### config.mk
export PLATFORM = sky130hd
export DESIGN_NAME = sram_like_responder
export DESIGN_NICKNAME = d
export VERILOG_FILES = /design/src/rtl/sram_like_responder.sv
export SDC_FILE = /design/constraint.sdc
export NUM_CORES = 1
export LEC_CHECK = 0
export BUFFER_PORTS_ARGS = -buffer_cell sky130_fd_sc_hd__clkbuf_2
export CAP_MARGIN = 30
export CORE_MARGIN = 2
export CORE_UTILIZATION = 59
export CTS_CLUSTER_SIZE = 40
export DETAILED_ROUTE_END_ITERATION = 10
export HOLD_SLACK_MARGIN = 0.06
export PLACE_DENSITY = 0.91
export SYNTH_ARGS = -nofsm -noshare
export SYNTH_HDL_FRONTEND = slang
export SYNTH_SLANG_ARGS = --single-unit
### constraint.sdc
create_clock -name clk_i -period 5.9 [get_ports clk_i]
set_input_delay 0.295 -clock clk_i [delete_from_list [all_inputs] [get_ports clk_i]]
set_output_delay 0.295 -clock clk_i [all_outputs]
set_load 0.01 [all_outputs]
### src/rtl/sram_like_responder.sv
// sram_like_responder: slave end of a CPU sram-like bus port.
// Accepts req/addr_ok handshakes, drives a 1-cycle-latency synchronous SRAM,
// and returns in-order data_ok/rdata pulses after a per-request extra delay.
module sram_like_responder #(
  parameter int DEPTH  = 4,
  parameter int RAM_AW = 16
) (
  input  logic              clk_i,
  input  logic              reset_i,
  input  logic              req_i,
  input  logic              wr_i,
  input  logic [1:0]        size_i,
  input  logic [3:0]        wstrb_i,
  input  logic [31:0]       addr_i,
  input  logic [31:0]       wdata_i,
  output logic              addr_ok_o,
  output logic              data_ok_o,
  output logic [31:0]       rdata_o,
  input  logic [3:0]        delay_cfg_i,
  output logic              ram_en_o,
  output logic [3:0]        ram_wen_o,
  output logic [RAM_AW-1:0] ram_addr_o,
  output logic [31:0]       ram_wdata_o,
  input  logic [31:0]       ram_rdata_i
);

  localparam int PW = (DEPTH > 1) ? $clog2(DEPTH) : 1;
  localparam int CW = $clog2(DEPTH + 1);
  localparam logic [CW-1:0] FULL = CW'(DEPTH);

  // Outstanding-request bookkeeping
  logic [CW-1:0]    cnt_q, cnt_d;
  logic [PW-1:0]    wr_ptr_q, rd_ptr_q;
  logic [DEPTH-1:0] valid_q, valid_d;
  logic [3:0]       timer_q [DEPTH];
  logic [31:0]      data_q  [DEPTH];

  // Entry pushed last cycle whose SRAM data arrives this cycle
  logic             cap_q;
  logic             cap_wr_q;
  logic [PW-1:0]    cap_idx_q;

  // Registered response
  logic             data_ok_q, data_ok_d;
  logic [31:0]      rdata_q, rdata_d;

  logic             accept_s;
  logic             pop_s;
  logic             head_cap_s;
  logic [31:0]      cap_data_s;
  logic [31:0]      head_data_s;

  // Bits that do not influence behaviour: size is informational only,
  // and the byte offset / high address bits are outside the SRAM window.
  logic unused_s;
  assign unused_s = ^{size_i, addr_i[31:RAM_AW+2], addr_i[1:0]};

  // Accept, pop decision and next-state computation for the response queue
  always_comb begin
    accept_s   = req_i && (cnt_q < FULL);
    head_cap_s = cap_q && (cap_idx_q == rd_ptr_q);
    cap_data_s = cap_wr_q ? 32'h0000_0000 : ram_rdata_i;
    if (valid_q[rd_ptr_q]) begin
      head_data_s = data_q[rd_ptr_q];
    end else begin
      head_data_s = cap_data_s;
    end
    // Head may go as soon as its data is present (stored or arriving now)
    // and its delay has expired; popping advances the head pointer so the
    // same entry can never be reported twice.
    pop_s = (cnt_q != '0) && (valid_q[rd_ptr_q] || head_cap_s) &&
            (timer_q[rd_ptr_q] == 4'd0);
    data_ok_d = pop_s;
    rdata_d   = pop_s ? head_data_s : 32'h0000_0000;

    case ({accept_s, pop_s})
      2'b10:   cnt_d = cnt_q + CW'(1);
      2'b01:   cnt_d = cnt_q - CW'(1);
      default: cnt_d = cnt_q;
    endcase

    valid_d = valid_q;
    if (cap_q) begin
      valid_d[cap_idx_q] = 1'b1;
    end else begin
      valid_d = valid_d;
    end
    if (pop_s) begin
      valid_d[rd_ptr_q] = 1'b0;
    end else begin
      valid_d = valid_d;
    end
    if (accept_s) begin
      valid_d[wr_ptr_q] = 1'b0;
    end else begin
      valid_d = valid_d;
    end
  end

  // Handshake and SRAM request are combinational from the bus inputs
  assign addr_ok_o   = req_i && (cnt_q < FULL);
  assign ram_en_o    = accept_s;
  assign ram_wen_o   = (accept_s && wr_i) ? wstrb_i : 4'b0000;
  assign ram_addr_o  = addr_i[RAM_AW+1:2];
  assign ram_wdata_o = wdata_i;
  assign data_ok_o   = data_ok_q;
  assign rdata_o     = rdata_q;

  // Queue control state and registered response outputs
  always_ff @(posedge clk_i) begin
    if (reset_i) begin
      cnt_q     <= '0;
      wr_ptr_q  <= '0;
      rd_ptr_q  <= '0;
      valid_q   <= '0;
      cap_q     <= 1'b0;
      cap_wr_q  <= 1'b0;
      cap_idx_q <= '0;
      data_ok_q <= 1'b0;
      rdata_q   <= 32'h0000_0000;
    end else begin
      cnt_q     <= cnt_d;
      valid_q   <= valid_d;
      cap_q     <= accept_s;
      cap_wr_q  <= wr_i;
      cap_idx_q <= wr_ptr_q;
      data_ok_q <= data_ok_d;
      rdata_q   <= rdata_d;
      if (accept_s) begin
        wr_ptr_q <= wr_ptr_q + PW'(1);
      end
      if (pop_s) begin
        rd_ptr_q <= rd_ptr_q + PW'(1);
      end
    end
  end

  // Per-entry delay timers and captured read data
  always_ff @(posedge clk_i) begin
    if (reset_i) begin
      for (int i = 0; i < DEPTH; i++) begin
        timer_q[i] <= 4'd0;
        data_q[i]  <= 32'h0000_0000;
      end
    end else begin
      // Timers run down independently of queue position
      for (int i = 0; i < DEPTH; i++) begin
        if (timer_q[i] != 4'd0) begin
          timer_q[i] <= timer_q[i] - 4'd1;
        end
      end
      if (cap_q) begin
        data_q[cap_idx_q] <= cap_data_s;
      end
      if (accept_s) begin
        timer_q[wr_ptr_q] <= delay_cfg_i;
      end
    end
  end

endmodule
==> impl_metrics.ini <==
[synthesis]
synth.avg_cell_area_sq_um = 12.0
synthArstFlopShare = 0
synthDistinctLibCells = 34
synth_most_common_cell = nor2_1
syn_nets = 863
syn_area_sq_um = 8840
ys.warnings.count = 0
synth_commonest_cells = nor2_1 (146), edfxtp_1 (144), inv_1 (51)
synth_seq_cells = 194
synth.area.top_cells = edfxtp_1 (49%), dfxtp_1 (11%), mux4_2 (8.7%), nor2_1 (6.2%), buf_4 (4.2%)
synthCells = 737
ys_seq_area_frac = 0.602
synth-edff-count = 144
yosysTopAreaCell = edfxtp_1
yosysTopAreaCellShare = 0.489
synth_flop_cell = edfxtp_1

[floorplanning]
die_area_sq_um = 16000
die_w_um = 126
num_rows = 44
die_h_um = 126
core_sq_um = 14600
initial_core_util = 0.606
io_pins = 197

[route]
drt-initial-drc-count = 620
firstDrtPassIters = 5
num_vias = 5710
vias_per_cell = 5.99
drc = 0
drt.antenna.violating_nets = 0
route.detailed.wl_per_inst_um = 19.9
drt-total-wl_um = 19000

[setup_path]
cp-start-kind = flip-flop
reg2reg_depth = 10
r2r_slack_ns = 2.64
required_ns = 6.26
path_depth = 10
timing.rr.start = rd_ptr_q[1]$_SDFFE_PP0N_
path_delay_family = simple AND/OR/NAND/NOR gates
critical_path.max_fanout = 65
max_stage_delay_ns = 0.55
crit_chain = mux4_2 > buf_4 > a31o_1 > and3_1 > ha_1 > inv_1 > fa_1 > xor2_1 > or3_1 > a21oi_1
critPathKind = reg -> reg
path_buf_inv = 2
critical_path_arrival_ns = 3.62
cp-end-kind = flip-flop
cp_slowest_cell = buf_4
reg2reg_to = cnt_q[2]$_SDFFE_PP0P_

[sta]
post-route-min-period_ns = 3.26
hold_viol = 0
rsz0062_at_grt = no
finalSetupViolCount = 0
finalClockSkew_ns = 0.00912
worst_slew_pin_slew_ns = 0.960
slew_headroom = 0.360
timing.final.crit_share = 0.553
max_freq_ghz = 0.307
slew_viol_final = 0
holdWs_ns = 0.129
tns_ns = 0

[flow_run]
maxCapViolCount = 0

[finish]
ff_latch_area_sq_um = 5330
nets = 882
n_antenna_cell = 0
fillers = 969
utilization = 0.660
drive_gt1_frac = 0.213
final_cells = 953
multi_input_area_sq_um = 2800
syn2layout_area_growth_pct = 8.83

[power]
p_sw_uw = 881
total_power_mw = 3.32
p_per_area_nw_per_um2 = 345
switching_share = 0.266
peakVddDrop_mv = 0.260
power.share.clock = 0.345
cell_internal_pwr_mw = 2.44
seqPwrFrac = 0.504
p_comb_frac = 0.151
p_leak_nw = 3.82

[clock_tree]
ctsHoldBuffers = 0
cts_tree = built
cts_resized = 0
cts-root-buf = clkbuf_16
cts_buffers = 17
cts_max_level = 4
clk_pin_slew_ns = 0.07
cts_sinks = 194
cts_setup_buffers = 0
insertion_delay_ns = 0.44
clockBufferDepth = 2

[grt]
grt_overflow = 0
track_usage = 0.243
grt_pass1_vias = 5816
antenna_found_initial = 0
grt_max_degree = 66
grt_pass1_wl_um = 29700

[worst_hold_path]
hold_start = wr_i
min_to = cap_wr_q$_SDFF_PP0_
holdCritPathClass = in -> reg
holdPathStages = 2

[placement]
gp_congestion = 0.776
hpwl_um = 11100
portBuffers = 82
dp_cells = 921

[outcome]
status = finished clean
## metal layers
metal	up-vias	global-route usage	share of wire
met2	301	0.411	0.52
met1	2792	0.300	0.37
met4	0	0.122	0.032
met5	-	0	0
met3	60	0.0464	0.079
li1	2557	-	-
## worst max-delay path by stage
stage	end	from	slack, ns
floorplan	data_q[0][0]$_SDFFCE_PN0P_	cap_idx_q[0]$_SDFF_PP0_	2.38
global placement	cnt_q[2]$_SDFFE_PP0P_	rd_ptr_q[1]$_SDFFE_PP0N_	2.75
detailed placement	cnt_q[2]$_SDFFE_PP0P_	rd_ptr_q[1]$_SDFFE_PP0N_	2.70
CTS	cnt_q[2]$_SDFFE_PP0P_	rd_ptr_q[1]$_SDFFE_PP0N_	2.66
global route	cnt_q[2]$_SDFFE_PP0P_	rd_ptr_q[1]$_SDFFE_PP0N_	2.48
finish	cnt_q[2]$_SDFFE_PP0P_	rd_ptr_q[1]$_SDFFE_PP0N_	2.64
## placed cells by master, fill, tap and decap left out, types with 6 or more instances in the layout
| cell type | count |
|---|---|
| nand3b_1 | 33 |
| nand2_1 | 27 |
| buf_4 | 8 |
| nor3b_1 | 33 |
| clkbuf_16 | 17 |
| nor2_1 | 145 |
| mux4_2 | 34 |
| edfxtp_1 | 144 |
| clkbuf_2 | 82 |
| o21ai_0 | 21 |
| ha_1 | 15 |
| xnor2_1 | 6 |
| a21oi_1 | 43 |
| and3_1 | 6 |
| inv_1 | 51 |
| dfxtp_1 | 48 |
## sequential cells by signal, indices dropped and copies added (netlist names), named ones only
signal	cells
timer_q	16
rd_ptr_q	2
wr_ptr_q	2
data_ok_o	1
cnt_q	3
cap_idx_q	2
valid_q	4
data_q	128
cap_q	1
cap_wr_q	1
rdata_o	32
## through the flow
stage	setup WS [ns]	area, sq um
final	2.64	9620
after global routing	2.48	9620
after CTS	2.66	9620
after detailed placement	2.70	9040
after global placement	2.75	9020
after floorplan	2.38	8840
## worst register-to-register path: cells and delay by family, from the launching register on
| kind | cells | cell delay (ns) |
|---|---|---|
| adder cells (fa/ha/maj) | 2 | 0.63 |
| AND/OR/NAND/NOR | 2 | 0.69 |
| multiplexers | 1 | 0.35 |
| flip-flops | 1 | 0.38 |
| XOR/XNOR | 1 | 0.16 |
| AO/OA/AOI/OAI | 2 | 0.36 |
| buffers and inverters | 2 | 0.61 |
## power groups by stage
stage	registers [mW]	clock network, mW	logic, mW
2_1_floorplan	1.68	0	0.404
3_3_place_gp	1.69	0	0.472
3_5_place_dp	1.70	0	0.493
4_1_cts	1.67	1.14	0.500
5_1_grt	1.68	1.20	0.560
6_report	1.67	1.14	0.501
## final cells by class
| cell class | count | area share |
|---|---|---|
| Tap cell | 184 | 0.0239 |
| Timing Repair Buffer | 91 | 0.0510 |
| Clock inverter | 14 | 0.0161 |
| Clock buffer | 18 | 0.0446 |
| Multi-Input combinational cell | 400 | 0.291 |
| Sequential cell | 194 | 0.554 |
| Inverter | 52 | 0.0203 |
## cells by family after synthesis
family	count (synthesis)	synth area share
AND/OR/NAND/NOR	267	0.149
flip-flops	194	0.602
buffers and inverters	143	0.0836
AO/OA/AOI/OAI	73	0.0441
multiplexers	36	0.0900
adder cells (fa/ha/maj)	16	0.0235
XOR/XNOR	8	0.00792
No activity file was read; power rests on OpenSTA's default activity.
